===== config.mk =====
export PLATFORM = sky130hd
export DESIGN_NAME = byte_unstriping
export DESIGN_NICKNAME = d
export VERILOG_FILES = /design/src/rtl/byte_unstriping_pkg.sv /design/src/rtl/byte_unstriping_lane_fifo.sv /design/src/rtl/byte_unstriping.sv
export SDC_FILE = /design/constraint.sdc
export NUM_CORES = 1
export LEC_CHECK = 0
export BUFFER_PORTS_ARGS = -buffer_cell sky130_fd_sc_hd__buf_4
export CAP_MARGIN = 10
export CORE_ASPECT_RATIO = 1.1
export CORE_MARGIN = 2
export CORE_UTILIZATION = 33
export CTS_CLUSTER_DIAMETER = 80
export CTS_CLUSTER_SIZE = 40
export DETAILED_ROUTE_END_ITERATION = 7
export HOLD_SLACK_MARGIN = 0.02
export MAX_ROUTING_LAYER = met4
export PLACE_DENSITY_LB_ADDON = 0.12
export SYNTH_ARGS = -nofsm -noshare
export SYNTH_HDL_FRONTEND = slang
export SYNTH_SLANG_ARGS = --single-unit

===== constraint.sdc =====
create_clock -name clk_2f -period 2.2 [get_ports clk_2f]
set_input_delay 0.22 -clock clk_2f [delete_from_list [all_inputs] [get_ports clk_2f]]
set_output_delay 0.22 -clock clk_2f [all_outputs]
set_load 0.05 [all_outputs]

===== src/rtl/byte_unstriping_pkg.sv =====
// Constants shared by the byte-striping and byte-unstriping stages.
package byte_unstriping_pkg;
  localparam int unsigned DEFAULT_WIDTH = 32;
  localparam logic        LANE0         = 1'b0;
  localparam logic        LANE1         = 1'b1;
endpackage


===== src/rtl/byte_unstriping_lane_fifo.sv =====
// Per-lane skew-absorbing FIFO; a push while full is accepted only alongside a pop.
module lane_fifo #(
  parameter int unsigned WIDTH = 32,
  parameter int unsigned DEPTH = 4
) (
  input  logic             i_clk,
  input  logic             i_rst_n,
  input  logic             i_push,
  input  logic             i_pop,
  input  logic [WIDTH-1:0] i_din,
  output logic [WIDTH-1:0] o_dout,
  output logic             o_empty,
  output logic             o_full
);
  localparam int unsigned AW = $clog2(DEPTH);

  logic [WIDTH-1:0] r_mem [DEPTH];
  logic [AW-1:0]    r_wr_ptr;
  logic [AW-1:0]    r_rd_ptr;
  logic [AW:0]      r_count;
  logic             w_do_pop;
  logic             w_do_push;

  assign o_empty   = (r_count == '0);
  assign o_full    = (r_count == (AW+1)'(DEPTH));
  assign o_dout    = r_mem[r_rd_ptr];
  assign w_do_pop  = i_pop && !o_empty;
  assign w_do_push = i_push && (!o_full || w_do_pop);

  always_ff @(posedge i_clk) begin
    if (!i_rst_n) begin
      r_wr_ptr <= '0;
      r_rd_ptr <= '0;
      r_count  <= '0;
    end else begin
      if (w_do_push) r_wr_ptr <= r_wr_ptr + 1'b1;
      if (w_do_pop)  r_rd_ptr <= r_rd_ptr + 1'b1;
      case ({w_do_push, w_do_pop})
        2'b10:   r_count <= r_count + 1'b1;
        2'b01:   r_count <= r_count - 1'b1;
        default: r_count <= r_count;
      endcase
    end
  end

  // Storage needs no reset: occupancy alone decides what is valid.
  always_ff @(posedge i_clk) begin
    if (i_rst_n && w_do_push) r_mem[r_wr_ptr] <= i_din;
  end
endmodule


===== src/rtl/byte_unstriping.sv =====
// Merges two lane streams back into one word stream in strict lane0/lane1 order.
module byte_unstriping
  import byte_unstriping_pkg::*;
#(
  parameter int unsigned WIDTH = DEFAULT_WIDTH,
  parameter int unsigned DEPTH = 4
) (
  input  logic             clk_2f,
  input  logic             reset,
  input  logic [WIDTH-1:0] lane0,
  input  logic             valid_0,
  input  logic [WIDTH-1:0] lane1,
  input  logic             valid_1,
  output logic [WIDTH-1:0] data_out,
  output logic             valid_out,
  output logic             lane_sel,
  output logic             overflow
);
  logic             r_rd_lane;
  logic [WIDTH-1:0] r_data;
  logic             r_valid;
  logic             r_lane_sel;
  logic             r_overflow;

  logic [WIDTH-1:0] w_dout0, w_dout1;
  logic             w_empty0, w_empty1;
  logic             w_full0, w_full1;
  logic             w_pop0, w_pop1;
  logic             w_drop;

  // Pop decisions use registered occupancy only, so there is no same-cycle bypass.
  assign w_pop0 = (r_rd_lane == LANE0) && !w_empty0;
  assign w_pop1 = (r_rd_lane == LANE1) && !w_empty1;
  assign w_drop = (valid_0 && w_full0 && !w_pop0) || (valid_1 && w_full1 && !w_pop1);

  lane_fifo #(.WIDTH(WIDTH), .DEPTH(DEPTH)) u_fifo0 (
    .i_clk(clk_2f), .i_rst_n(reset), .i_push(valid_0), .i_pop(w_pop0),
    .i_din(lane0), .o_dout(w_dout0), .o_empty(w_empty0), .o_full(w_full0)
  );

  lane_fifo #(.WIDTH(WIDTH), .DEPTH(DEPTH)) u_fifo1 (
    .i_clk(clk_2f), .i_rst_n(reset), .i_push(valid_1), .i_pop(w_pop1),
    .i_din(lane1), .o_dout(w_dout1), .o_empty(w_empty1), .o_full(w_full1)
  );

  always_ff @(posedge clk_2f) begin
    if (!reset) begin
      r_rd_lane  <= LANE0;
      r_data     <= '0;
      r_valid    <= 1'b0;
      r_lane_sel <= LANE0;
      r_overflow <= 1'b0;
    end else begin
      if (w_pop0 || w_pop1) begin
        r_data     <= (r_rd_lane == LANE1) ? w_dout1 : w_dout0;
        r_valid    <= 1'b1;
        r_lane_sel <= r_rd_lane;
        r_rd_lane  <= ~r_rd_lane;
      end else begin
        r_valid <= 1'b0;
      end
      if (w_drop) r_overflow <= 1'b1;
    end
  end

  assign data_out  = r_data;
  assign valid_out = r_valid;
  assign lane_sel  = r_lane_sel;
  assign overflow  = r_overflow;
endmodule


==> flow_metrics.tcl <==
set metrics [dict create \
    status "finished clean" \
    finalHoldViolations 0 \
    worst_slack_ns 0.0242 \
    rsz0062_at_grt "true" \
    crit_slowest_cell "dfxtp_1" \
    cp_slowest_stage_delay_ns 0.37 \
    power_w 0.0161 \
    vias 6424 \
    r2r_setup_slack_ns 0.02 \
    totalWireLength_microns 29100 \
    cts_tree "done" \
    dp_cells 1195 \
    port_buffers 102 \
    slew_viol_final 0 \
    p_per_area_nw_per_um2 1100 \
    end_kind "flop" \
    final_common_cell "edfxtp_1" \
    grt_pass1_wl_microns 43200 \
    ys_seq_elements 310 \
    synth_edf_count 256 \
    max_slew.worst_pin.slew_ns 0.520 \
    initial_utilization 0.335 \
    cts_max_path_buffers 3 \
    maxClockFrequency_mhz 460 \
    finalNonFillerCells 1298 \
    vias_per_cell 4.95 \
    grt_use_total 0.162 \
    root_buffer "clkbuf_16" \
    crit_start "u_fifo1.r_count[1]" \
    mostFrequentLayoutCells "256 x edfxtp_1, 143 x buf_4, 67 x dlygate4sd3_1" \
    synth_cell_types 36 \
    critical_path_arrival_ns 2.62 \
    setup_viol 0 \
    drt_iter0_drc 515 \
    antenna_found_initial 2 \
    period_needed_ns 2.18 \
    slew_headroom 0.653 \
    async_flop_share 0 \
    finalCritPeriodShare 0.989 \
    path_depth 9 \
    clk_latency_ns 0.52 \
    internal-power_w 0.0105 \
    seqPwrFrac 0.455 \
    clkTransAtPathRegs_ns 0.11 \
    core-area_sq_um 35300 \
    htreeDepth 1 \
    synth_warnings 0 \
    ios 103 \
    dp_worst_setup_slack_ns -0.0506 \
    grt_max_degree 37 \
    worstPathRequired_ns 2.64 \
    cts.sinks 310 \
    ys.flop_type "edfxtp_1" \
    area_growth_pct 23.9 \
    crit_family "simple AND/OR/NAND/NOR gates" \
    comb_power_share 0.338 \
    crit_buf_inv 2 \
    dieWidth_microns 185 \
    crit_fanout 2 \
    path_common_cell "inv_1" \
    start_kind "flop" \
    fp.dieH_microns 203 \
    drc_errors 0 \
    gr-usage-met3 0.0212 \
    wire_per_inst_microns 22.4 \
    synth_area_per_cell_sq_um 19.4 \
    switching_share 0.352 \
    r2r-start "u_fifo1.r_count[1]" \
    path_class "flop to flop" \
    postSynthCellCount 611 \
    grt_pass1_vias 6866 \
    dieArea_sq_um 37400 \
    fin_skew_ns 0.0447 \
    grt_busiest_layer "met2" \
    synthesis.area_sq_um 11800 \
    globalRouteOverflowTotal 0 \
    rr_worst_depth 9 \
    yosysSeqAreaShare 0.740 \
    drtPass1Iterations 5 \
    fill_cells 3216 \
    dp_hpwl_microns 17800 \
    hold_ws_ns 0.279 \
    clkPwrFrac 0.207 \
    peakVddDrop_mv 0.633 \
    path_cells "nor4b_4 > nor2_2 > inv_1 > ha_2 > inv_1 > fa_2 > xor2_2 > or3_4 > a21oi_2" \
    nets 886 \
    num_rows 72 \
    r2r-end "u_fifo1.r_count[2]" \
    p_leak_nw 4.83 \
    cts_buffers 15 \
    cap_violations 0 \
    hold_class "input pin to flop" \
    drive_above_1_share 0.320 \
    switching_power_w 0.00568 \
    synth_fp_nets 691 \
    ant_nets 0 \
    crit_end "u_fifo1.r_count[2]" \
    met1_usage 0.196 \
    gp_congestion 0.714 \
    grt_use_met2 0.290 \
]
-- cell type report --
type,count,area [sq um],share of cell area
diodes,2,5.00,0.000341
clock buffers,15,375,0.0256
clock inverters,11,124,0.00844
inverters,19,71.3,0.00486
multi-input cells,241,2800,0.191
flip-flops and latches,310,8780,0.598
well taps,481,602,0.0410
repair buffers,219,1920,0.131
-- worst min-delay path: stages --
cell	delay, ns
buf_4	0.15
inv_2	0.22
nor2_1	0.15
-- cell families (layout without fill, tap and decap cells) --
logic type | Yosys count | after routing | share of synthesized area
AO/OA/AOI/OAI | 125 | 125 | 0.0720
XOR/XNOR | 4 | 4 | 0.00296
adder cells (fa/ha/maj) | 12 | 12 | 0.0139
buffers and inverters | 60 | 264 | 0.0283
flip-flops | 310 | 310 | 0.740
multiplexers | 64 | 64 | 0.125
other | 0 | 2 | 0
AND/OR/NAND/NOR | 36 | 36 | 0.0179
-- routing by layer --
| metal | share of wire | vias to the layer above |
|---|---|---|
| li1 | - | 2921 |
| met1 | 0.42 | 3327 |
| met2 | 0.52 | 146 |
| met3 | 0.038 | 30 |
| met4 | 0.016 | 0 |
| met5 | 0 | - |
-- power groups by stage --
stage	Clock (W)	Sequential (W)	Combinational, W
floorplan	0	0.00842	0.00263
global placement	0	0.00747	0.00526
detailed placement	0	0.00749	0.00535
CTS	0.00348	0.00736	0.00550
global route	0.00368	0.00741	0.00580
finish	0.00334	0.00734	0.00546
-- worst min path at each step --
stage,startpoint,to,slack [ns],cells after the start
detailed placement,lane1[11],u_fifo1.r_mem[0][11],0.42,1
global route,reset,u_fifo1.r_count[0],0.30,3
finish,reset,u_fifo1.r_count[0],0.28,3
floorplan,lane0[0],u_fifo0.r_mem[0][0],0.32,0
CTS,reset,u_fifo1.r_count[0],0.26,3
global placement,lane0[15],u_fifo0.r_mem[0][15],0.42,1
-- metrics by stage --
step / setup TNS [ns] / util / cell area, sq um
after floorplan: 0 / - / 11900
after global placement: 0 / 0.379 / 13400
after detailed placement: -0.0996 / 0.379 / 13400
after CTS: -0.00860 / 0.414 / 14600
after global routing: -0.0466 / 0.415 / 14700
final: 0 / 0.415 / 14700
-- state kept, by name, indices dropped and copies added (netlist names), named ones only --
| signal | flops |
|---|---|
| overflow | 1 |
| u_fifo0.r_rd_ptr | 2 |
| r_rd_lane | 1 |
| u_fifo0.r_count | 3 |
| u_fifo1.r_mem | 128 |
| u_fifo0.r_wr_ptr | 2 |
| lane_sel | 1 |
| valid_out | 1 |
| u_fifo1.r_wr_ptr | 2 |
| data_out | 32 |
| u_fifo1.r_count | 3 |
| u_fifo0.r_mem | 128 |
| u_fifo1.r_rd_ptr | 2 |
-- synth_stat cells, types with 2 or more instances --
cell type  count  share of area
edfxtp_1     256           0.65
mux4_2        55           0.10
dfxtp_1       54          0.091
a21oi_1       47          0.020
a32oi_1       32          0.024
o211ai_1      32          0.020
buf_2         18         0.0076
inv_1         17         0.0054
clkbuf_1      13         0.0041
ha_1          10          0.011
nor2_1        10         0.0032
mux4_1         9          0.020
o21ai_0        9         0.0038
and3_1         8         0.0042
buf_6          5         0.0048
nand3_1        5         0.0021
or3_1          4         0.0021
xor2_1         4         0.0030
buf_12         3         0.0051
fa_1           2         0.0034
nand2_1        2        0.00063
o21a_1         2         0.0013
-- repair_timing --
action                                 CTS  global route
hold buffers                            67             0
resized for setup                        5             6
setup buffers                            6             2
pin swaps                                4             5
endpoints found under the hold margin  263             0
cloned                                   0             0
setup endpoints to repair                2            81
No activity file was read; power rests on OpenSTA's default activity.
